<file path="config.mk">
export PLATFORM = sky130hd
export DESIGN_NAME = xadc_drp_scanner
export DESIGN_NICKNAME = d
export VERILOG_FILES = /design/src/rtl/xadc_drp_scanner.sv
export SDC_FILE = /design/constraint.sdc
export NUM_CORES = 1
export LEC_CHECK = 0
export ABC_AREA = 1
export BUFFER_PORTS_ARGS = -buffer_cell sky130_fd_sc_hd__buf_4
export CAP_MARGIN = 20
export CORE_AREA = 2 2 207 209
export DETAILED_ROUTE_END_ITERATION = 6
export DIE_AREA = 0 0 209 211
export PLACE_DENSITY = 0.66
export SLEW_MARGIN = 20
export SYNTH_ARGS = -nofsm -noshare
export SYNTH_HDL_FRONTEND = slang
export SYNTH_SLANG_ARGS = --single-unit
</file>
<file path="constraint.sdc">
create_clock -name clk -period 3.75 [get_ports clk]
set_input_delay 1.125 -clock clk [delete_from_list [all_inputs] [get_ports clk]]
set_output_delay 1.125 -clock clk [all_outputs]
set_load 0.005 [all_outputs]
</file>
<file path="src/rtl/xadc_drp_scanner.sv">
// rtl/xadc_drp_scanner.sv - XADC DRP initiator: writes the sequencer setup, then reads each converted channel into a table
module xadc_drp_scanner #(
    parameter logic [15:0] CFG_REG0    = 16'h0000,
    parameter logic [15:0] CFG_REG1    = 16'h2F0F,
    parameter logic [15:0] SEQ_CH0     = 16'h0800,
    parameter logic [15:0] SEQ_CH1     = 16'hFFF0,
    parameter int unsigned DRP_TIMEOUT = 255
) (
    input  logic        clk,
    input  logic        rst,
    output logic [6:0]  drp_daddr,
    output logic        drp_den,
    output logic        drp_dwe,
    output logic [15:0] drp_di,
    input  logic [15:0] drp_do,
    input  logic        drp_drdy,
    input  logic        xadc_eoc,
    input  logic [4:0]  xadc_channel,
    input  logic [4:0]  rd_sel,
    output logic [11:0] rd_data,
    output logic        sample_valid,
    output logic [4:0]  sample_ch,
    output logic [11:0] sample_data,
    output logic        cfg_done,
    output logic        drp_err,
    output logic        overrun
);

    typedef enum logic [2:0] {CFG_WR, CFG_WAIT, RUN_IDLE, RD, RD_WAIT} state_t;

    localparam logic [15:0] TMO = 16'(DRP_TIMEOUT);

    state_t      state_q, state_d;
    logic [1:0]  idx_q, idx_d;
    logic [15:0] cnt_q, cnt_d;
    logic [4:0]  ch_q, ch_d;
    logic        pend_valid_q, pend_valid_d;
    logic [4:0]  pend_ch_q, pend_ch_d;
    logic [6:0]  daddr_q, daddr_d;
    logic        den_q, den_d;
    logic        dwe_q, dwe_d;
    logic [15:0] di_q, di_d;
    logic        sample_valid_q, sample_valid_d;
    logic [4:0]  sample_ch_q, sample_ch_d;
    logic [11:0] sample_data_q, sample_data_d;
    logic        cfg_done_q, cfg_done_d;
    logic        drp_err_q, drp_err_d;
    logic        overrun_q, overrun_d;
    logic [11:0] rd_data_q, rd_data_d;
    logic [11:0] tab_q [32];
    logic [11:0] tab_d [32];

    logic [6:0]  cfg_addr;
    logic [15:0] cfg_val;
    logic        unused_do_lsb;

    assign unused_do_lsb = ^drp_do[3:0];

    always_comb begin
        cfg_addr = 7'h40;
        cfg_val  = CFG_REG0;
        case (idx_q)
            2'd0: begin cfg_addr = 7'h40; cfg_val = CFG_REG0; end
            2'd1: begin cfg_addr = 7'h41; cfg_val = CFG_REG1; end
            2'd2: begin cfg_addr = 7'h48; cfg_val = SEQ_CH0;  end
            default: begin cfg_addr = 7'h49; cfg_val = SEQ_CH1; end
        endcase
    end

    always_comb begin
        state_d        = state_q;
        idx_d          = idx_q;
        cnt_d          = cnt_q;
        ch_d           = ch_q;
        pend_valid_d   = pend_valid_q;
        pend_ch_d      = pend_ch_q;
        daddr_d        = daddr_q;
        den_d          = 1'b0;
        dwe_d          = 1'b0;
        di_d           = di_q;
        sample_valid_d = 1'b0;
        sample_ch_d    = sample_ch_q;
        sample_data_d  = sample_data_q;
        cfg_done_d     = cfg_done_q;
        drp_err_d      = drp_err_q;
        overrun_d      = overrun_q;
        tab_d          = tab_q;
        rd_data_d      = tab_q[rd_sel];

        case (state_q)
            CFG_WR: begin
                daddr_d = cfg_addr;
                di_d    = cfg_val;
                den_d   = 1'b1;
                dwe_d   = 1'b1;
                cnt_d   = 16'd0;
                state_d = CFG_WAIT;
            end
            CFG_WAIT: begin
                // The first wait cycle is the den cycle itself; a drdy there is a stale one from before reset.
                if (drp_drdy && cnt_q != 16'd0) begin
                    if (idx_q == 2'd3) begin
                        cfg_done_d = 1'b1;
                        state_d    = RUN_IDLE;
                    end else begin
                        idx_d   = idx_q + 2'd1;
                        state_d = CFG_WR;
                    end
                end else if (cnt_q >= TMO) begin
                    drp_err_d = 1'b1;
                    state_d   = CFG_WR;
                end else begin
                    cnt_d = cnt_q + 16'd1;
                end
            end
            RUN_IDLE: begin
                if (pend_valid_q || xadc_eoc) begin
                    ch_d         = pend_valid_q ? pend_ch_q : xadc_channel;
                    daddr_d      = {2'b00, ch_d};
                    den_d        = 1'b1;
                    state_d      = RD;
                    pend_valid_d = pend_valid_q && xadc_eoc;
                    if (pend_valid_q && xadc_eoc) pend_ch_d = xadc_channel;
                end
            end
            RD: begin
                cnt_d   = 16'd1;
                state_d = RD_WAIT;
            end
            RD_WAIT: begin
                if (drp_drdy) begin
                    tab_d[ch_q]    = drp_do[15:4];
                    sample_valid_d = 1'b1;
                    sample_ch_d    = ch_q;
                    sample_data_d  = drp_do[15:4];
                    state_d        = RUN_IDLE;
                end else if (cnt_q >= TMO) begin
                    drp_err_d = 1'b1;
                    state_d   = RUN_IDLE;
                end else begin
                    cnt_d = cnt_q + 16'd1;
                end
            end
            default: state_d = CFG_WR;
        endcase

        // eocs arriving while a read is in flight park in a single slot; the newest wins.
        if ((state_q == RD || state_q == RD_WAIT) && xadc_eoc) begin
            if (pend_valid_q) overrun_d = 1'b1;
            pend_valid_d = 1'b1;
            pend_ch_d    = xadc_channel;
        end
    end

    always_ff @(posedge clk or negedge rst) begin
        if (!rst) begin
            state_q        <= CFG_WR;
            idx_q          <= 2'd0;
            cnt_q          <= 16'd0;
            ch_q           <= 5'd0;
            pend_valid_q   <= 1'b0;
            pend_ch_q      <= 5'd0;
            daddr_q        <= 7'd0;
            den_q          <= 1'b0;
            dwe_q          <= 1'b0;
            di_q           <= 16'd0;
            sample_valid_q <= 1'b0;
            sample_ch_q    <= 5'd0;
            sample_data_q  <= 12'd0;
            cfg_done_q     <= 1'b0;
            drp_err_q      <= 1'b0;
            overrun_q      <= 1'b0;
            rd_data_q      <= 12'd0;
            tab_q          <= '{default: 12'd0};
        end else begin
            state_q        <= state_d;
            idx_q          <= idx_d;
            cnt_q          <= cnt_d;
            ch_q           <= ch_d;
            pend_valid_q   <= pend_valid_d;
            pend_ch_q      <= pend_ch_d;
            daddr_q        <= daddr_d;
            den_q          <= den_d;
            dwe_q          <= dwe_d;
            di_q           <= di_d;
            sample_valid_q <= sample_valid_d;
            sample_ch_q    <= sample_ch_d;
            sample_data_q  <= sample_data_d;
            cfg_done_q     <= cfg_done_d;
            drp_err_q      <= drp_err_d;
            overrun_q      <= overrun_d;
            rd_data_q      <= rd_data_d;
            tab_q          <= tab_d;
        end
    end

    assign drp_daddr    = daddr_q;
    assign drp_den      = den_q;
    assign drp_dwe      = dwe_q;
    assign drp_di       = di_q;
    assign rd_data      = rd_data_q;
    assign sample_valid = sample_valid_q;
    assign sample_ch    = sample_ch_q;
    assign sample_data  = sample_data_q;
    assign cfg_done     = cfg_done_q;
    assign drp_err      = drp_err_q;
    assign overrun      = overrun_q;

endmodule
</file>
==> reports/results.ini, run 1 <==
[critical_path]
critical-path-slowest-cell=nand3_1
worst_ep_required_time_ns=4.22
path_delay_family=simple AND/OR/NAND/NOR gates
critPathCaptureType=flip-flop
path_buf_inv=1
crit_path_max_fanout=24
worst_path_largest_cell_delay_ns=0.90
cp_cell_sequence=inv_1 -> nor2_1 -> nand3_1 -> o21ai_0
start_kind=flip-flop
kind_of_critical_path=reg -> reg
worstPathArrival_ns=3.25

[yosys]
post_synth_main_area_contributors=dfrtp_1 56%, nand2_1 18%, o21ai_0 9.7%
top_cell_type_by_total_area_after_synthesis=dfrtp_1
synth_cells=2577
synth_nets=2614
yosysSeqAreaShare_pct=55.8
synth.ff_latch_count=461
ys_warn_count=0
synth.cell_area_mm2=0.0207
yosys.area.top_type_share_pct=55.8
syn-mean-instance-area_um2=8.02
yosys.cell_types.count=30

[grt]
grt_antenna_before_repair=0
total_routing_resource_utilization_after_global_routing_pct=26.0
grt_max_degree=138
wire_length_of_the_first_global_routing_pass_um=90700
gr_ovfl_total=0
number_of_global_route_vias_before_repair=16600

[power]
power-per-cell-area_mw_per_mm2=578
worst_ir_drop_vdd_mv=0.383
p_leak_uw=0.0110

[timing]
slew-limit-headroom_pct=30.9
fin_crit_sh_pct=74.2
rsz0062_at_grt=no
layout_min_cycle_time_ns=2.78
max_clock_freq_mhz=359
timing.clock.skew_ns=0.0203
finalHoldViolations=0
totalNegativeSetupSlack_ns=0
timing_max_transition_violations_final=0
max_slew.worst_pin.slew_ns=1.03
final-setup-viol-count=0

[cts]
num_cts_buffers=50
path_clk_slew_ns=0.06
cts-root-buf=clkbuf_16
cts.repair.resized=0
cts_hold_repair.buffers=0
tritoncts=done
post-cts-setup-buffers=0
clk_path_buf_depth=3
htreeDepth=2
worst_skew_pair.late_latency_ns=0.59
clock-sinks=461

[final_layout]
final_layout_size_suffix_gt1_share_pct=8.81
layout-area-overhead-vs-synth_pct=13.3
final_net_count=2609
final_cell_area_mm2=0.0234
antennaDiodeCount=0
nFillCells=3822

[route]
totalWireLength_um=56000
first_pass_iters=6
vias_per_cell=5.51
detail_route.wl_per_cell_um=17.8
drt_first_iter_violations=1707
ant_nets=0
drc_errors=0
via_count=17400

[placement]
io_buffer_count=82
postPlaceCellArea_mm2=0.0217
place.gp.congestion=0.878
post-dp-hpwl_um=32600

[die]
chip_width_um=209
start_util_pct=49.5
standard_cell_row_count=75
design.die.area_mm2=0.0441
die-height_um=211
core-area_mm2=0.0418
io_pins=88

[flow_run]
max_cap_check_violation_count=0

[hold_path]
hold_class=reg -> reg

[run_status]
status=completed

-- state kept, by name, indices dropped and copies added, names as in the netlist --
name and cells:
sample_ch 5, drp_di 4, pend_valid_q 1, sample_valid 1, drp_daddr 6, cnt_q 16
cfg_done 1, idx_q 2, state_q 3, rd_data 12, drp_dwe 1, pend_ch_q 5
drp_err 1, sample_data 12, ch_q 5, tab_q 384, overrun 1, drp_den 1
-- final timing paths --
check,slack [ns],from,depth (start not counted),endpoint
max,0.97,ch_q[1]$_DFFE_PN0P_,4,tab_q[307]$_DFFE_PN0P_
min,0.47,cfg_done$_DFFE_PN0P_,2,cfg_done$_DFFE_PN0P_
max reg2reg,0.97,ch_q[1]$_DFFE_PN0P_,4,tab_q[307]$_DFFE_PN0P_
min reg2reg,0.47,cfg_done$_DFFE_PN0P_,2,cfg_done$_DFFE_PN0P_
max in group asynchronous,2.24,rst,2,tab_q[334]$_DFFE_PN0P_
min in group asynchronous,0.54,rst,1,tab_q[189]$_DFFE_PN0P_
-- cells by family (layout without fill, tap and decap cells) --
| group | after synthesis | in the layout | synth area share [%] |
|---|---|---|---|
| AOI/OAI and AO/OA | 443 | 443 | 10.8 |
| and+or+nand+nor | 1393 | 1393 | 27.4 |
| buffers and inverters | 266 | 301 | 5.21 |
| other | 1 | 1 | 0.0181 |
| adders and majority gates | 7 | 7 | 0.424 |
| muxes | 1 | 1 | 0.0545 |
| xor gates and xnor gates | 5 | 5 | 0.212 |
| DFF | 461 | 461 | 55.8 |
-- cell type report --
cell class	instances	area (um2)	area share, %
multi-input combinational	1850	8060	34.4
tap	539	674	2.88
timing repair buffer	145	1220	5.23
clock buffer	81	1560	6.67
inverter	64	246	1.05
clock inverter	11	109	0.465
sequential	461	11500	49.3
-- synth_stat cells, drive strengths merged --
library cell	n
o21ai	421
nor2	47
a21o	1
conb	1
ha	7
buf	39
clkinv	3
nand3b	1
o311ai	1
dfrtp	461
o31ai	1
nor3	11
nand3	315
nand4	2
clkbuf	163
mux2	1
xor2	5
a31oi	1
o21bai	3
a21oi	14
nand2	1017
a31o	1
inv	61
-- worst reg2reg max path, cell delays in order (launching register included) --
cell and delay (ns):
dfrtp_1 0.42, inv_1 0.11, nor2_1 0.79, nand3_1 0.90, o21ai_0 0.44
-- stage by stage --
stage	hold WS, ns	worst slack (ns)	std cells	utilization, %	total power (uW)
after global routing	0.500	0.827	3151	56.1	14200
final	0.470	0.968	3151	56.1	13500
after global placement	0.451	0.764	3059	52.1	8530
after floorplan	0.453	1.30	2577	-	7660
after detailed placement	0.460	0.672	3059	52.1	8640
after CTS	0.475	1.10	3151	56.1	13600
-- where the power goes --
group	leakage (uW)	total (uW)	switching (uW)	internal, uW
Sequential	0.00632	6220	470	5750
Combinational	0.00390	2350	1460	888
Clock	0.000828	4970	1990	2970
Total	0.0110	13500	3920	9610
-- per-layer routing --
layer / vias to the layer above / GRT usage [%] / wire, um
met4: 0 / 7.24 / 1350
li1: 8315 / - / -
met2: 579 / 41.7 / 25700
met5: - / 0 / 0
met1: 8379 / 36.7 / 25400
met3: 88 / 4.58 / 3600
-- cells in the final DEF (no fill, tap or decap), types with 2 or more instances in the layout --
cell and instances:
clkbuf_8 13, o21ai_1 19, bufinv_16 2, dfrtp_1 461, a21oi_1 14, o21bai_1 3
xor2_1 5, nand4_1 2, buf_12 10, o21ai_0 402, clkbuf_1 15, nor2_1 46
nor3_1 9, inv_6 2, nand2_1 1017, clkinv_1 2, ha_1 7, clkinv_2 9
buf_4 133, inv_1 60, clkbuf_16 53, nand3_1 315
(Power assumes the default switching activity.)
==> run 2, diff against run 1 <==
- PLACE_DENSITY: 0.66 -> 0.69
- clock period: 3.75 -> 2.5 ns (I/O delays scaled with it)
==> reports/results.ini, run 2 (same netlist as run 1, synthesis figures left out) <==
[run_status]
status=completed

[critical_path]
cp_common_cell=nand2_1
worst_path_largest_cell_delay_ns=0.53  ; -0.37 ns
critical_path.startpoint=state_q[1]$_DFFE_PN0P_
reg2reg_setup_slack_ns=0.19  ; -0.77 ns
crit_path_max_fanout=24  ; unchanged
cp_cell_sequence=nor2_1 -> nand2_1 -> inv_1 -> nand2_1 -> nor3_4 -> nand2_1 -> buf_4 -> nand2_1 -> o21ai_0
worst_ep_required_time_ns=2.93  ; -1.29 ns
regToRegEndpoint=tab_q[135]$_DFFE_PN0P_
critical_path.reg2reg.startpoint=state_q[1]$_DFFE_PN0P_
kind_of_critical_path=reg -> reg
worstPathArrival_ns=2.73  ; -0.52 ns
start_kind=flip-flop
r2r.worst_path.cells=9  ; +5
critical-path-slowest-cell=nor3_4
critPathCaptureType=flip-flop

[cts]
tritoncts=done
worst_skew_pair.late_latency_ns=0.60  ; about the same
htreeDepth=2  ; unchanged
clock-sinks=461  ; unchanged
cts_hold_repair.buffers=0  ; unchanged
clk_path_buf_depth=3  ; unchanged
cts-root-buf=clkbuf_16
num_cts_buffers=50  ; unchanged
cts.repair.resized=0  ; unchanged
path_clk_slew_ns=0.06  ; about the same
post-cts-setup-buffers=0  ; unchanged

[die]
standard_cell_row_count=75  ; unchanged
start_util_pct=49.5  ; unchanged
core-area_mm2=0.0418  ; unchanged
chip_width_um=209  ; unchanged
die-height_um=211  ; unchanged
io_pins=88  ; unchanged
design.die.area_mm2=0.0441  ; unchanged

[timing]
slew-limit-headroom_pct=49.1  ; +18 points
totalNegativeSetupSlack_ns=0  ; unchanged
layout_min_cycle_time_ns=2.31  ; -0.477 ns
finalHoldViolations=0  ; unchanged
max_slew.worst_pin.slew_ns=0.762  ; -0.271 ns
timing_max_transition_violations_final=0  ; unchanged
timing.clock.skew_ns=0.0314  ; +0.0111 ns
final-setup-viol-count=0  ; unchanged
max_clock_freq_mhz=434  ; +21%
fin_crit_sh_pct=92.2  ; +18 points
rsz0062_at_grt=no

[grt]
grt_max_degree=85  ; -38%
wire_length_of_the_first_global_routing_pass_um=89900  ; -0.87%
total_routing_resource_utilization_after_global_routing_pct=25.9  ; -0.18 points
gr_ovfl_total=0  ; unchanged
number_of_global_route_vias_before_repair=16900  ; +1.6%
grt_antenna_before_repair=0  ; unchanged

[placement]
placedCellCount=3083  ; +0.78%
postPlaceCellArea_mm2=0.0221  ; +1.6%
post-dp-hpwl_um=33100  ; +1.6%
place.gp.congestion=0.860  ; -2.0%
io_buffer_count=82  ; unchanged

[route]
ant_nets=0  ; unchanged
totalWireLength_um=56000  ; about the same
first_pass_iters=6  ; unchanged
drc_errors=0  ; unchanged
detail_route.wl_per_cell_um=17.7  ; -0.70%
vias_per_cell=5.54  ; +0.54%
drt_first_iter_violations=2012  ; +18%
via_count=17600  ; +1.2%

[final_layout]
layout_commonest_cell=nand2_1
largest_reg_flops=384  ; unchanged
antennaDiodeCount=0  ; unchanged
final_net_count=2633  ; +0.92%
final_cell_area_mm2=0.0238  ; +1.8%
layout.core_utilization_pct=57.1  ; +1.0 points
finish.cell_count_without_fillers=3173  ; +0.70%
regMostFlops=tab_q
final_cell_mix=1,017 x nand2_1, 461 x dfrtp_1, 402 x o21ai_0
final_layout_size_suffix_gt1_share_pct=9.79  ; +0.99 points
layout-area-overhead-vs-synth_pct=15.3
biggest_regs=tab_q: 384 flops, cnt_q: 16 flops

[power]
worst_ir_drop_vdd_mv=0.693  ; +81%
power-per-cell-area_mw_per_mm2=870  ; +50%
power.total_uw=20700  ; +53%
p_leak_uw=0.0112  ; +1.8%

[hold_path]
hold_class=in -> async

[flow_run]
max_cap_check_violation_count=0  ; unchanged

## run 2: changes by cell type in the layout (fill, tap and decap cells not counted), sizes merged
cell and delta:
buf +24, bufinv +5, clkbuf -11, clkinv +3
clkinvlp +2, inv -1
## run 2: routing by layer
layer	vias up	global-route usage [%]	wire (um)
met2	650	40.1	25000
met3	119	5.29	4300
li1	8371	-	-
met1	8437	36.1	24900
met4	0	9.66	1790
met5	-	0	0
## run 2: layout make-up
type | instances | area [um2]
fill | 3680 | 17900
sequential | 461 | 11500
multi-input combinational | 1850 | 8060
timing repair buffer | 169 | 1580
clock buffer | 70 | 1450
tap | 539 | 674
clock inverter | 20 | 295
inverter | 64 | 246
## run 2: power breakdown
part | switching, uW | internal [uW] | leakage [uW]
Combinational | 2220 | 1390 | 0.00407
Sequential | 699 | 8620 | 0.00632
Clock | 3050 | 4750 | 0.000857
Total | 5970 | 14800 | 0.0112
## run 2: through the flow
step	hold slack [ns]	setup slack, ns
2_1_floorplan	0.453	0.427
3_3_place_gp	0.457	0.209
3_5_place_dp	0.473	0.152
4_1_cts	0.0511	0.194
5_1_grt	0.0687	0.0127
6_report	0.0564	0.194
## run 2: critical path, delay by kind of cell (launching register included)
kind,cells,cell delay (ns)
compound gates,1,0.09
buf+inv,2,0.32
flops,1,0.46
simple gates,6,1.26
## run 2: worst max path at each step
stage	cells after the start	slack [ns]	endpoint
4_1_cts	9	0.19	tab_q[135]$_DFFE_PN0P_
3_3_place_gp	8	0.21	cnt_q[6]$_DFFE_PN0P_
6_report	9	0.19	tab_q[135]$_DFFE_PN0P_
2_1_floorplan	11	0.43	rd_data[1]$_DFF_PN0_
5_1_grt	10	0.01	cnt_q[2]$_DFFE_PN0P_
3_5_place_dp	8	0.15	cnt_q[4]$_DFFE_PN0P_
